$ cat src/rtl/inst_fetch_pkg.sv
// Shared CPU package: instruction width, reset PC default and the fetch buffer entry layout.
package inst_fetch_pkg;

    localparam int INST_W = 32;
    localparam logic [31:0] RESET_PC_DEFAULT = 32'h0000_0000;

    typedef struct packed {
        logic [INST_W-1:0] pc4;
        logic [INST_W-1:0] inst;
    } fetch_entry_t;

    localparam int ENTRY_W = $bits(fetch_entry_t);

    // Sequential fetch address; wraps naturally at 2^32.
    function automatic logic [31:0] pc_plus4(input logic [31:0] pc);
        return pc + 32'd4;
    endfunction

endpackage

$ cat src/rtl/fetch_fifo.sv
// Small fetch buffer: DEPTH entries, combinational head read, push/pop/flush.
// Pointers wrap modulo DEPTH. Entry storage carries no reset.
module fetch_fifo #(
    parameter int DEPTH = 2,
    parameter int WIDTH = 64
) (
    input  logic                       clk,
    input  logic                       rst_n,
    input  logic                       push,
    input  logic                       pop,
    input  logic                       flush,
    input  logic [WIDTH-1:0]           wdata,
    output logic [WIDTH-1:0]           rdata,
    output logic [$clog2(DEPTH+1)-1:0] count,
    output logic                       full
);

    localparam int PTR_W = (DEPTH > 1) ? $clog2(DEPTH) : 1;
    localparam int CNT_W = $clog2(DEPTH+1);

    logic [WIDTH-1:0] mem_reg [DEPTH];
    logic [PTR_W-1:0] head_reg, head_next;
    logic [PTR_W-1:0] tail_reg, tail_next;
    logic [CNT_W-1:0] count_reg, count_next;
    logic             push_ok;
    logic             pop_ok;

    // Guard locally so the buffer can never over- or underflow.
    assign pop_ok  = pop && (count_reg != '0);
    assign push_ok = push && ((count_reg != CNT_W'(DEPTH)) || pop_ok);

    function automatic logic [PTR_W-1:0] ptr_inc(input logic [PTR_W-1:0] p);
        return (p == PTR_W'(DEPTH-1)) ? '0 : p + 1'b1;
    endfunction

    always_comb begin
        head_next  = head_reg;
        tail_next  = tail_reg;
        count_next = count_reg;
        if (flush) begin
            head_next  = '0;
            tail_next  = '0;
            count_next = '0;
        end else begin
            if (pop_ok)
                head_next = ptr_inc(head_reg);
            if (push_ok)
                tail_next = ptr_inc(tail_reg);
            if (push_ok && !pop_ok)
                count_next = count_reg + 1'b1;
            else if (pop_ok && !push_ok)
                count_next = count_reg - 1'b1;
        end
    end

    always_ff @(posedge clk or negedge rst_n) begin
        if (!rst_n) begin
            head_reg  <= '0;
            tail_reg  <= '0;
            count_reg <= '0;
        end else begin
            head_reg  <= head_next;
            tail_reg  <= tail_next;
            count_reg <= count_next;
        end
    end

    always_ff @(posedge clk) begin
        if (push_ok && !flush)
            mem_reg[tail_reg] <= wdata;
    end

    assign rdata = mem_reg[head_reg];
    assign count = count_reg;
    assign full  = (count_reg == CNT_W'(DEPTH));

endmodule

$ cat src/rtl/inst_fetch.sv
// Instruction fetch: owns the PC, fetches one word per cycle into fetch_fifo, redirect flushes.
// Optional misaligned-target trap enabled by defining FETCH_MISALIGN_TRAP_EN.
module inst_fetch
    import inst_fetch_pkg::*;
#(
    parameter logic [31:0] RESET_PC = RESET_PC_DEFAULT,
    parameter int          DEPTH    = 2
) (
    input  logic        Clk,
    input  logic        Clrn,
    output logic [31:0] Addr,
    input  logic [31:0] Inst,
    input  logic        Redirect,
    input  logic [31:0] Redirect_Pc,
    output logic        If_Valid,
    input  logic        If_Ready,
    output logic [31:0] If_Inst,
    output logic [31:0] If_Pc4
`ifdef FETCH_MISALIGN_TRAP_EN
    ,
    output logic        Misalign
`endif
);

    logic [31:0]                pc_reg, pc_next;
    logic [31:0]                target_pc;
    logic                       fetch_block;
    logic                       push;
    logic                       pop;
    logic                       fifo_full;
    logic [$clog2(DEPTH+1)-1:0] fifo_count;
    fetch_entry_t               wr_entry;
    fetch_entry_t               rd_entry;

`ifdef FETCH_MISALIGN_TRAP_EN
    logic misalign_reg;

    // A misaligned target is loaded as-is; fetch stays parked until an aligned redirect.
    assign target_pc   = Redirect_Pc;
    assign fetch_block = misalign_reg;
    assign Misalign    = misalign_reg;

    always_ff @(posedge Clk or negedge Clrn) begin
        if (!Clrn)
            misalign_reg <= 1'b0;
        else if (Redirect)
            misalign_reg <= |Redirect_Pc[1:0];
    end
`else
    assign target_pc   = Redirect_Pc & 32'hFFFF_FFFC;
    assign fetch_block = 1'b0;
`endif

    // Redirect discards any pop in its cycle; a full buffer accepts a push only alongside a pop.
    assign pop  = (fifo_count != '0) && If_Ready && !Redirect;
    assign push = !Redirect && !fetch_block && (!fifo_full || pop);

    always_comb begin
        pc_next = pc_reg;
        if (Redirect)
            pc_next = target_pc;
        else if (push)
            pc_next = pc_plus4(pc_reg);
    end

    always_ff @(posedge Clk or negedge Clrn) begin
        if (!Clrn)
            pc_reg <= RESET_PC;
        else
            pc_reg <= pc_next;
    end

    assign wr_entry.pc4  = pc_plus4(pc_reg);
    assign wr_entry.inst = Inst;

    fetch_fifo #(
        .DEPTH (DEPTH),
        .WIDTH (ENTRY_W)
    ) u_fifo (
        .clk   (Clk),
        .rst_n (Clrn),
        .push  (push),
        .pop   (pop),
        .flush (Redirect),
        .wdata (wr_entry),
        .rdata (rd_entry),
        .count (fifo_count),
        .full  (fifo_full)
    );

    assign Addr     = pc_reg;
    assign If_Valid = (fifo_count != '0);
    assign If_Inst  = rd_entry.inst;
    assign If_Pc4   = rd_entry.pc4;

endmodule

$ cat config.mk
export PLATFORM = sky130hd
export DESIGN_NAME = inst_fetch
export DESIGN_NICKNAME = d
export VERILOG_FILES = /design/src/rtl/inst_fetch_pkg.sv /design/src/rtl/fetch_fifo.sv /design/src/rtl/inst_fetch.sv
export SDC_FILE = /design/constraint.sdc
export NUM_CORES = 1
export LEC_CHECK = 0
export CORE_UTILIZATION = 50
export DETAILED_ROUTE_END_ITERATION = 16
export PLACE_DENSITY_LB_ADDON = 0.2
export RECOVER_POWER = 100
export SYNTH_ARGS = -nofsm -noshare
export SYNTH_HDL_FRONTEND = slang
export SYNTH_SLANG_ARGS = --single-unit
$ cat constraint.sdc
create_clock -name Clk -period 7.95 [get_ports Clk]
set_clock_uncertainty 0.2 [all_clocks]
set_input_delay 1.1925 -clock Clk [delete_from_list [all_inputs] [get_ports Clk]]
set_output_delay 1.1925 -clock Clk [all_outputs]
set_load 0.01 [all_outputs]
==> flow_summary.json <==
{
  "status": "finished, violations left",
  "violations": "max-capacitance violations, max-slew violations",
  "start_util": 0.518,
  "wirelength_um": 14600,
  "worst_pin_slew_ns": 3.60,
  "syn_avg_cell_area_sq_um": 13.9,
  "clk_pin_slew_worst_paths_ns": 0.06,
  "seqPwrFrac": 0.468,
  "r2r_slack_ns": 3.69,
  "min_from": "u_fifo.count[1]",
  "cts-root-buf": "clkbuf_16",
  "diodes": 0,
  "rsz0062_at_grt": "false",
  "cp-start-kind": "flip-flop",
  "ys_seq_area_frac": 0.659,
  "fin_ws_ns": 2.29,
  "antenna_left": 0,
  "cts_buffer_depth": 2,
  "cellInternalPower_w": 0.00167,
  "finalCriticalPeriod_ns": 5.66,
  "grt_pass1_vias": 4525,
  "power_density_nw_per_um2": 238,
  "required_ns": 6.56,
  "die_x_um": 120,
  "static-leakage-power_nw": 3.20,
  "synth_cells": 500,
  "worstHoldPathType": "reg2reg",
  "cts_buffers": 17,
  "critPathMaxFanout": 35,
  "setup_viol": 0,
  "die_h_um": 120,
  "criticalPathCategory": "reg2out",
  "drive_gt1_frac": 0.148,
  "use_met2": 0.353,
  "hold_viol": 0,
  "grt_first_pass_wirelength_um": 23500,
  "clkPwrFrac": 0.378,
  "swShare": 0.238,
  "rr_worst_depth": 3,
  "p_switching_w": 0.000521,
  "worstPathCellList": "clkbuf_1, mux2_2, dlygate4sd3_1",
  "wire_per_inst_um": 17.4,
  "nFillCells": 987,
  "post-route-period-util": 0.712,
  "synth_ff_type": "edfxtp_1",
  "hold_buffers": 0,
  "drv_slew": 208,
  "cts_max_level": 4,
  "ys_ff_latch": 158,
  "crit_path_top_delay_cell": "clkbuf_1",
  "largest_register_ffs": 124,
  "syn_area_sq_um": 6940,
  "dieArea_sq_um": 14400,
  "synth-edff-count": 124,
  "maxCapViolCount": 5,
  "min_to": "u_fifo.count[1]",
  "drt_iter0_drc": 455,
  "setup_tns_ns": 0,
  "row_count": 42,
  "vias": 4577,
  "insertion_delay_ns": 0.41,
  "viasPerCell": 5.45,
  "clock.fmax_mhz": 177,
  "async_flop_share": 0.215,
  "place_ws_ns": 4.27,
  "post_cts_buffers": 0,
  "use_met1": 0.276,
  "grt.busiest_layer": "met2",
  "reg2reg_from": "u_fifo.count[1]",
  "endpoint_kind": "output port",
  "r2r-end": "u_fifo.mem_reg[1][53]",
  "met3_usage": 0.0618,
  "drc": 0,
  "antenna_found_initial": 0,
  "clock-sinks": 158,
  "slew_headroom": -1.40,
  "cts_tree": "built",
  "synth_cell_types": 46,
  "ios": 165,
  "worstHoldPathCells": 2,
  "post-dp-hpwl_um": 9620,
  "yosys_warnings": 0,
  "drt-pass1-iter-count": 5,
  "max_stage_delay_ns": 1.57,
  "crit_arrival_ns": 4.27,
  "place.gp.congestion": 0.836,
  "cts_resized": 0,
  "syn_to_final_growth_pct": 32.7,
  "final_nets": 720,
  "combPwrFrac": 0.153,
  "core-area_sq_um": 13400,
  "grt_max_degree": 63,
  "multiInputGateArea_sq_um": 2180,
  "peakVddDrop_v": 0.000144,
  "portBuffers": 158,
  "register_area_sq_um": 4570,
  "grtUsageTotal": 0.218,
  "overflow": 0
}
## worst max-delay path by stage
stage,from,cells past startpoint,slack [ns],to
floorplan,Redirect,3,1.37,u_fifo.mem_reg[0][0]
detailed placement,u_fifo.head_reg,3,4.27,If_Pc4[12]
CTS,u_fifo.head_reg,3,3.80,If_Pc4[12]
finish,u_fifo.head_reg,3,2.29,If_Inst[7]
global route,u_fifo.head_reg,3,2.04,If_Pc4[14]
global placement,u_fifo.head_reg,3,4.27,If_Pc4[12]
## stage by stage
step / instance area, sq um / power (W) / hold WS, ns / utilization / std cells
3_3_place_gp: 8650 / 0.00140 / 0.357 / 0.645 / 808
2_1_floorplan: 6960 / 0.00121 / 0.325 / - / 503
3_5_place_dp: 8650 / 0.00141 / 0.382 / 0.645 / 808
5_1_grt: 9210 / 0.00228 / 0.419 / 0.688 / 840
6_report: 9210 / 0.00219 / 0.394 / 0.688 / 840
4_1_cts: 9260 / 0.00224 / 0.398 / 0.691 / 840
## worst max-delay path: cells and delay by family, from the launching register on
family / cells / cell delay (ns)
DFF: 1 / 1.18
muxes: 1 / 0.46
buffers and inverters: 2 / 2.19
## cell type report
| cell class | count | area share |
|---|---|---|
| Sequential cell | 158 | 0.496 |
| Multi-Input combinational cell | 304 | 0.237 |
| Tap cell | 176 | 0.0239 |
| Clock buffer | 21 | 0.0500 |
| Clock inverter | 11 | 0.0168 |
| Inverter | 6 | 0.00244 |
| Timing Repair Buffer | 164 | 0.174 |
## cell usage after synthesis (5+ instances only)
cell	n	area, sq um
a31oi_1	17	106
buf_2	11	55.1
clkbuf_1	18	67.6
dfrtp_1	34	851
edfxtp_1	124	3720
inv_1	5	18.8
mux2_2	62	698
nand2_1	32	120
nand3_1	18	90.1
nand4_1	8	50.1
nor2_1	34	128
nor3_1	12	60.1
o21ai_0	13	65.1
o31ai_1	12	90.1
or3_1	5	31.3
or4_1	12	90.1
xnor2_1	20	175
xor2_1	20	175
## cells in the final DEF (no fill, tap or decap), types with 17 or more instances in the layout
| cell | netlist | final |
|---|---|---|
| xor2_1 | 20 | 20 |
| mux2_2 | 62 | 58 |
| a31oi_1 | 17 | 17 |
| dfrtp_1 | 34 | 34 |
| xnor2_1 | 20 | 20 |
| nand2_1 | 32 | 32 |
| edfxtp_1 | 124 | 124 |
| clkbuf_16 | 0 | 17 |
| nor2_1 | 34 | 34 |
| clkdlybuf4s50_1 | 0 | 36 |
| dlygate4sd3_1 | 0 | 121 |
| nand3_1 | 18 | 19 |
## routing by layer
metal,part of all wire,wire length [um],up-vias
met5,0,0,-
met4,0.012,178,0
met3,0.057,839,20
met2,0.50,7310,161
met1,0.43,6300,2222
li1,-,-,2174
## cell families after synthesis
kind of cell	share of synthesized area
AO/OA/AOI/OAI	0.0465
XOR/XNOR	0.0505
adder cells (fa/ha/maj)	0.00180
buffers and inverters	0.0265
flip-flops	0.659
multiplexers	0.102
other	0.000540
AND/OR/NAND/NOR	0.114
## power by group through the flow
| stage | registers, W | logic (W) | clock network (W) |
|---|---|---|---|
| after floorplan | 0.00102 | 0.000188 | 0 |
| after global placement | 0.00104 | 0.000360 | 0 |
| after detailed placement | 0.00104 | 0.000366 | 0 |
| after CTS | 0.00102 | 0.000369 | 0.000848 |
| after global routing | 0.00104 | 0.000363 | 0.000878 |
| final | 0.00103 | 0.000336 | 0.000830 |
Note: power is estimated with default switching activity, not from simulation.
